`src/rtl/lif_param_serializer.sv`:
```
// lif_param_serializer: MSB-first serial loader for a LIF neuron's config port.
// Shifts one frame under load_mode, then waits (bounded) for params_ready.
module lif_param_serializer #(
   parameter int PARAM_BITS    = 24,
   parameter int BIT_DIV       = 1,
   parameter int READY_TIMEOUT = 15
) (
   input  logic                  clk,
   input  logic                  rst_n,
   input  logic                  start,
   input  logic                  abort,
   input  logic [PARAM_BITS-1:0] param_word,
   input  logic                  params_ready,
   output logic                  load_mode,
   output logic                  serial_data,
   output logic                  busy,
   output logic                  done,
   output logic                  err
);

   localparam int BC_W = $clog2(PARAM_BITS);
   localparam int DC_W = (BIT_DIV > 1) ? $clog2(BIT_DIV) : 1;
   localparam int WC_W = $clog2(READY_TIMEOUT + 1);

   localparam logic [BC_W-1:0] BC_LAST = BC_W'(PARAM_BITS - 1);
   localparam logic [DC_W-1:0] DC_LAST = DC_W'(BIT_DIV - 1);
   localparam logic [WC_W-1:0] WC_LAST = WC_W'(READY_TIMEOUT);
   localparam logic [WC_W-1:0] WC_ONE  = WC_W'(1);

   typedef enum logic [1:0] {
      S_IDLE,
      S_SHIFT,
      S_WAIT
   } state_t;

   state_t                state_q, state_d;
   logic [PARAM_BITS-1:0] sreg_q, sreg_d;
   logic [BC_W-1:0]       bit_cnt_q, bit_cnt_d;
   logic [DC_W-1:0]       div_cnt_q, div_cnt_d;
   logic [WC_W-1:0]       wait_cnt_q, wait_cnt_d;
   logic                  load_mode_q, load_mode_d;
   logic                  serial_q, serial_d;
   logic                  busy_q, busy_d;
   logic                  done_q, done_d;
   logic                  err_q, err_d;

   always_comb begin
      state_d     = state_q;
      sreg_d      = sreg_q;
      bit_cnt_d   = bit_cnt_q;
      div_cnt_d   = div_cnt_q;
      wait_cnt_d  = wait_cnt_q;
      load_mode_d = load_mode_q;
      serial_d    = serial_q;
      busy_d      = busy_q;
      done_d      = 1'b0;
      err_d       = err_q;

      unique case (state_q)
         S_IDLE: begin
            if (start) begin
               state_d     = S_SHIFT;
               sreg_d      = param_word;
               bit_cnt_d   = '0;
               div_cnt_d   = '0;
               load_mode_d = 1'b1;
               serial_d    = param_word[PARAM_BITS-1];
               busy_d      = 1'b1;
               err_d       = 1'b0;
            end
         end
         S_SHIFT: begin
            if (abort) begin
               state_d     = S_IDLE;
               load_mode_d = 1'b0;
               serial_d    = 1'b0;
               busy_d      = 1'b0;
            end else if (div_cnt_q == DC_LAST) begin
               div_cnt_d = '0;
               if (bit_cnt_q == BC_LAST) begin
                  state_d     = S_WAIT;
                  load_mode_d = 1'b0;
                  serial_d    = 1'b0;
                  wait_cnt_d  = WC_ONE;
               end else begin
                  bit_cnt_d = bit_cnt_q + 1'b1;
                  sreg_d    = sreg_q << 1;
                  serial_d  = sreg_q[PARAM_BITS-2];
               end
            end else begin
               div_cnt_d = div_cnt_q + 1'b1;
            end
         end
         S_WAIT: begin
            // First WAIT cycle masks params_ready; a late ack beats timeout.
            if (abort) begin
               state_d = S_IDLE;
               busy_d  = 1'b0;
            end else if (wait_cnt_q != WC_ONE && params_ready) begin
               state_d = S_IDLE;
               busy_d  = 1'b0;
               done_d  = 1'b1;
            end else if (wait_cnt_q == WC_LAST) begin
               state_d = S_IDLE;
               busy_d  = 1'b0;
               err_d   = 1'b1;
            end else begin
               wait_cnt_d = wait_cnt_q + 1'b1;
            end
         end
         default: begin
            state_d     = S_IDLE;
            load_mode_d = 1'b0;
            serial_d    = 1'b0;
            busy_d      = 1'b0;
         end
      endcase
   end

   always_ff @(posedge clk or negedge rst_n) begin
      if (!rst_n) begin
         state_q     <= S_IDLE;
         sreg_q      <= '0;
         bit_cnt_q   <= '0;
         div_cnt_q   <= '0;
         wait_cnt_q  <= '0;
         load_mode_q <= 1'b0;
         serial_q    <= 1'b0;
         busy_q      <= 1'b0;
         done_q      <= 1'b0;
         err_q       <= 1'b0;
      end else begin
         state_q     <= state_d;
         sreg_q      <= sreg_d;
         bit_cnt_q   <= bit_cnt_d;
         div_cnt_q   <= div_cnt_d;
         wait_cnt_q  <= wait_cnt_d;
         load_mode_q <= load_mode_d;
         serial_q    <= serial_d;
         busy_q      <= busy_d;
         done_q      <= done_d;
         err_q       <= err_d;
      end
   end

   assign load_mode   = load_mode_q;
   assign serial_data = serial_q;
   assign busy        = busy_q;
   assign done        = done_q;
   assign err         = err_q;

endmodule

```
`config.mk`:
```
export PLATFORM = sky130hd
export DESIGN_NAME = lif_param_serializer
export DESIGN_NICKNAME = d
export VERILOG_FILES = /design/src/rtl/lif_param_serializer.sv
export SDC_FILE = /design/constraint.sdc
export NUM_CORES = 1
export LEC_CHECK = 0
export BUFFER_PORTS_ARGS = -buffer_cell sky130_fd_sc_hd__buf_2
export CORE_AREA = 2 2 65 67
export CTS_CLUSTER_DIAMETER = 150
export DETAILED_ROUTE_END_ITERATION = 16
export DIE_AREA = 0 0 67 69
export PLACE_DENSITY = 0.7
export SETUP_SLACK_MARGIN = 0.5
export SYNTH_ARGS = -nofsm -noshare
export SYNTH_HDL_FRONTEND = slang
export SYNTH_SLANG_ARGS = --single-unit
```
`constraint.sdc`:
```
create_clock -name clk -period 3.3 [get_ports clk]
set_input_delay 0.33 -clock clk [delete_from_list [all_inputs] [get_ports clk]]
set_output_delay 0.33 -clock clk [all_outputs]
set_load 0.02 [all_outputs]
```
* After elaboration in Yosys (flattened, before gate mapping)
Index checks and enable logic that the tools add are counted.
** Operators by class
- Muxes and demuxes :: 51
- Add/sub/neg operators :: 3
- Bitwise operators :: 1
- Reductions and logical operators :: 13
- Equal/unequal tests :: 18
** Operators by type and width (count)
- 23-bit two-way mux :: 4
- 23-bit one-hot mux with 2 select lines :: 1
- 4-bit two-way mux :: 6
- 1-bit two-way mux :: 21
- 5-bit two-way mux :: 4
- 2-bit != test (second input constant) :: 10
- 2-bit two-way mux :: 7
- 5-bit one-hot mux with 2 select lines :: 1
- 5-bit AND reduction :: 2
- 1-bit one-hot mux with 3 select lines :: 3
- 3-bit AND reduction :: 3
- 4-bit one-hot mux with 2 select lines :: 1
- 4-bit AND reduction :: 2
- 7-bit AND reduction :: 1
- 3-bit != test (second input constant) :: 2
- 2-bit one-hot mux with 3 select lines :: 1
- 2-bit nonzero test :: 3
- 5-bit by 1-bit adder with 5-bit output (second input constant) :: 1
- 5-bit == test (second input constant) :: 1
- 4-bit by 1-bit adder with 4-bit output (second input constant) :: 1
- 4-bit == test (second input constant) :: 1
- 4-bit by 1-bit != test with 1-bit output (second input constant) :: 1
- 4-bit != test (second input constant) :: 1
- 1-bit one-hot mux with 2 select lines :: 2
- 6 further kinds :: 6
** Word-level totals
- Bits of input ports :: 29
- Output and inout bits :: 5
- Word-level logic and storage cells :: 96
- Register bits :: 40

* Logic depth before layout (Yosys ltp)
- Depth after elaboration :: 5
- Depth in mapped cells :: 6
- Depth with buffers taken out :: 6

* Worst setup path after synthesis
OpenSTA, ideal clock, no wires.
- Kind :: register to register
- Start point :: register state_q[0]
- End point :: register wait_cnt_q[3]
- Setup slack :: 1.648 ns
- Arrival time :: 1.528 ns
- Period minus slack after synthesis :: 1.652 ns
- Cell stages (with the launch flop) :: 6
- Cell sequence :: dfrtp_1 buf_2 or3b_4 a221oi_4 nor2_2 a211o_1
** Between the ends
- Word-level cells in the longest chain between the ends :: 3
- Elaborated cells on any way between the ends :: 11
** Ends and longest elaborated chain
- start: declaration :: line 36 : state_t state_q, state_d;
- start signal: assignment :: line 133 : state_q <= state_d;
- 2-bit == test or 2-bit by 1-bit == test with 1-bit output (tied branches) :: line 59 : unique case (state_q)
- 2-bit != test (no source line) or 2-bit nonzero test (tied branches)
- 7-bit AND reduction (no source line)
- end signal: assignment :: line 137 : wait_cnt_q <= wait_cnt_d;
- end: declaration :: line 40 : logic [WC_W-1:0] wait_cnt_q, wait_cnt_d;
Parallel ways exist; a longest one is shown, timed or not.
A chain may end at the register's enable or synchronous reset.

* Worst setup path after layout
- Start point :: register bit_cnt_q[0]
- End point :: register sreg_q[21]
** Between the ends
- Word-level cells in the longest chain between the ends :: 3
** Ends and longest elaborated chain
- start: declaration :: line 38 : logic [BC_W-1:0] bit_cnt_q, bit_cnt_d;
- start signal: assignment :: line 135 : bit_cnt_q <= bit_cnt_d;
- 5-bit == test :: line 80 : if (bit_cnt_q == BC_LAST) begin
- 2-bit != test (no source line)
- 5-bit AND reduction (no source line)
- end signal: assignment :: line 134 : sreg_q <= sreg_d;
- end: declaration :: line 37 : logic [PARAM_BITS-1:0] sreg_q, sreg_d;
No other way between the ends.

==> results.cfg <==
[run_status]
status = finished, final reports clean

[synthesis]
syn_avg_cell_area_um2 = 10.49
synth_fa_ha_area_frac = 0.02011
post_synth_and_or_nand_nor_area_fraction = 0.1367
synth_top_family_by_area = compound AO/OA/AOI/OAI gates
netlist_instances = 178
syn_area_um2 = 1867
muxShareOfSynthArea = 0.09651
synth_top_flop_cell = dfrtp_1
synthXorXnorAreaFrac = 0.004692
synth_compound_area_frac = 0.1743
synth-edff-count = 0
async_flop_share = 1.000
yosys_warnings = 0
yosysSeqAreaShare = 0.5228
synth_cell_types = 38
syn_nets = 210
ys_ff_latch = 39

[floorplanning]
fp.dieH_um = 69
die-area_um2 = 4623
initial_utilization = 0.4770
rows = 23
core-area_um2 = 3914
die_w_um = 67
io-pin-count = 34

[sta]
maxSlewViolCount = 0
tns_ns = 0
rsz0062_at_grt = false
worst_slew_pin_slew_ns = 0.8227
final-hold-violation-count = 0
fin_crit_sh = 0.5510
fmax_mhz = 550.0
hold_ws_ns = 0.1360
setup-violations-final = 0
fin_crit_ns = 1.818
finClkSkew_ns = 0.001219
slew_headroom = 0.4515

[routing]
drc = 0
wl_um = 3339
top_layer = met4
routed-wl-met2_um = 1488
ant_nets = 0
wl_per_cell_um = 12.70
wl_met3_um = 183
drt-met1-wl_um = 1617
drt_iter0_drc = 44
dr.pass1.iters = 4
via_count = 1369
avgViaCountPerCell = 5.205

[critical_path]
path_max_fanout = 38
worstRegToRegCells = 5
end_kind = flop
crit_type = reg2reg
start_kind = flop
rr_endpoint = sreg_q[21]$_DFFE_PN0P_
rrSetupSlack_ns = 1.48
r2r-start = bit_cnt_q[0]$_DFFE_PN0P_
cp.arrival_ns = 1.98
critPathRequiredTime_ns = 3.46

[clock_network]
post_cts_buffers = 0
cts_buffers = 5
cts.path.max_buffers = 2
root_buffer = clkbuf_8
clk_latency_ns = 0.29
ctsHoldBuffers = 0
ctsResizeCount = 0
cts_max_level = 2
numClockSinks = 39
clkTransAtPathRegs_ns = 0.07
cts_tree = built

[placement]
place.gp.congestion = 0.7399
placedCellCount = 255
hpwl_um = 2410
port_buffers = 33

[global_routing]
grt_overflow = 0
grt_max_degree = 40
grt.total_usage = 0.1617
grt_pass1_vias = 1315
grt_pass1_wl_um = 5796
antenna_found_initial = 0

[pwr]
power_uw = 1239
intPower_uw = 881.8
switching_power_uw = 357.3
power_density_nw_per_um2 = 570.8
pwr-share-clk = 0.283
comb_power_share = 0.195
irDropWorstVdd_v = 0.0003888
swShare = 0.2884
seqPwrFrac = 0.522
power.leakage_uw = 0.001078

[final_layout]
final_cells = 263
fillers = 356
area_growth_pct = 16.29
post-route-util = 0.5547
final_layout_size_suffix_gt1_frac = 0.2441
fin_nets = 244
antenna_cells = 0

[run]
maxCapViolCount = 0

[worst_hold_path]
hp-class = in2async
-- cell usage in the layout (no fill, tap or decap), types with 2 or more instances in the layout --
| master | instances |
|---|---|
| dfrtp_1 | 39 |
| buf_2 | 33 |
| o21ai_0 | 23 |
| nand2_1 | 21 |
| mux2i_1 | 18 |
| inv_1 | 13 |
| a21oi_1 | 11 |
| clkbuf_8 | 7 |
| o22ai_1 | 5 |
| nor2_1 | 4 |
| nand3_1 | 3 |
| ha_1 | 3 |
| nor3b_2 | 2 |
| a22o_1 | 2 |
| and2_1 | 2 |
| nor4b_1 | 2 |
| a211o_1 | 2 |
-- state kept, by name, summed over array words and instances (netlist names) --
register and flops:
busy 1, load_mode 1, wait_cnt_q 4, state_q 2
sreg_q 23, done 1, err 1, bit_cnt_q 5
serial_data 1
-- stage by stage --
step	area [um^2]	setup WS, ns
finish	2171	1.482
global route	2171	1.256
CTS	2171	1.472
detailed placement	2071	1.482
global placement	2071	1.558
floorplan	1867	1.648
-- synth_stat cells, types with 2 or more instances --
library cell  instances  area, um^2
nor3b_2               2       25.02
nand2_1              21       78.83
ha_1                  3       37.54
nor4b_1               2       17.52
buf_2                 4       20.02
mux2i_1              18       180.2
inv_1                13       48.80
nand3_1               3       15.01
and2_1                2       12.51
o21ai_0              23       115.1
clkbuf_1              2       7.510
a22o_1                2       17.52
o22ai_1               5       31.28
dfrtp_1              39       975.9
nor2_1                4       15.01
a21oi_1              12       60.06
a211o_1               2       17.52
-- worst max path at each step --
| stage | start | end | slack [ns] | cells after the start |
|---|---|---|---|---|
| 6_report | bit_cnt_q[0]$_DFFE_PN0P_ | sreg_q[21]$_DFFE_PN0P_ | 1.48 | 5 |
| 5_1_grt | bit_cnt_q[0]$_DFFE_PN0P_ | sreg_q[9]$_DFFE_PN0P_ | 1.26 | 6 |
| 4_1_cts | bit_cnt_q[0]$_DFFE_PN0P_ | sreg_q[21]$_DFFE_PN0P_ | 1.47 | 5 |
| 3_5_place_dp | bit_cnt_q[0]$_DFFE_PN0P_ | sreg_q[21]$_DFFE_PN0P_ | 1.48 | 5 |
| 3_3_place_gp | state_q[0]$_DFFE_PN0P_ | wait_cnt_q[2]$_DFFE_PN0P_ | 1.56 | 4 |
| 2_1_floorplan | state_q[0]$_DFFE_PN0P_ | wait_cnt_q[3]$_DFFE_PN0P_ | 1.65 | 5 |
-- cell type report --
| cell class | count | area (um^2) | share of cell area |
|---|---|---|---|
| clock buffers | 8 | 100.1 | 0.04611 |
| inverters | 13 | 48.80 | 0.02248 |
| multi-input cells | 119 | 810.8 | 0.3735 |
| flip-flops and latches | 39 | 975.9 | 0.4496 |
| well taps | 50 | 62.56 | 0.02882 |
| repair buffers | 34 | 172.7 | 0.07954 |
-- metal layers --
layer  track usage  vias up
li1              -      697
met2        0.2486       34
met1        0.2180      632
met5             0        -
met4       0.05442        0
met3       0.04568        6
-- power by group through the flow --
stage	combinational [uW]	clock, uW	sequential, uW
floorplan	176	0	646
global placement	239	0	653
detailed placement	248	0	655
CTS	246	358	648
global route	280	378	661
finish	241	351	647
-- worst max-delay path: stages (launching register included) --
cell,delay [ns]
dfrtp_1,0.38
ha_1,0.22
nand4b_1,0.21
a21oi_2,0.35
buf_4,0.38
o21ai_0,0.15
-- cell families (layout without fill, tap and decap cells) --
group | Yosys count | count (layout)
flops | 39 | 39
simple gates | 45 | 45
mux | 18 | 18
fa+ha+maj | 3 | 3
buf+inv | 20 | 55
compound gates | 52 | 52
xor+xnor | 1 | 1
Power figures use the tool's default switching activity.
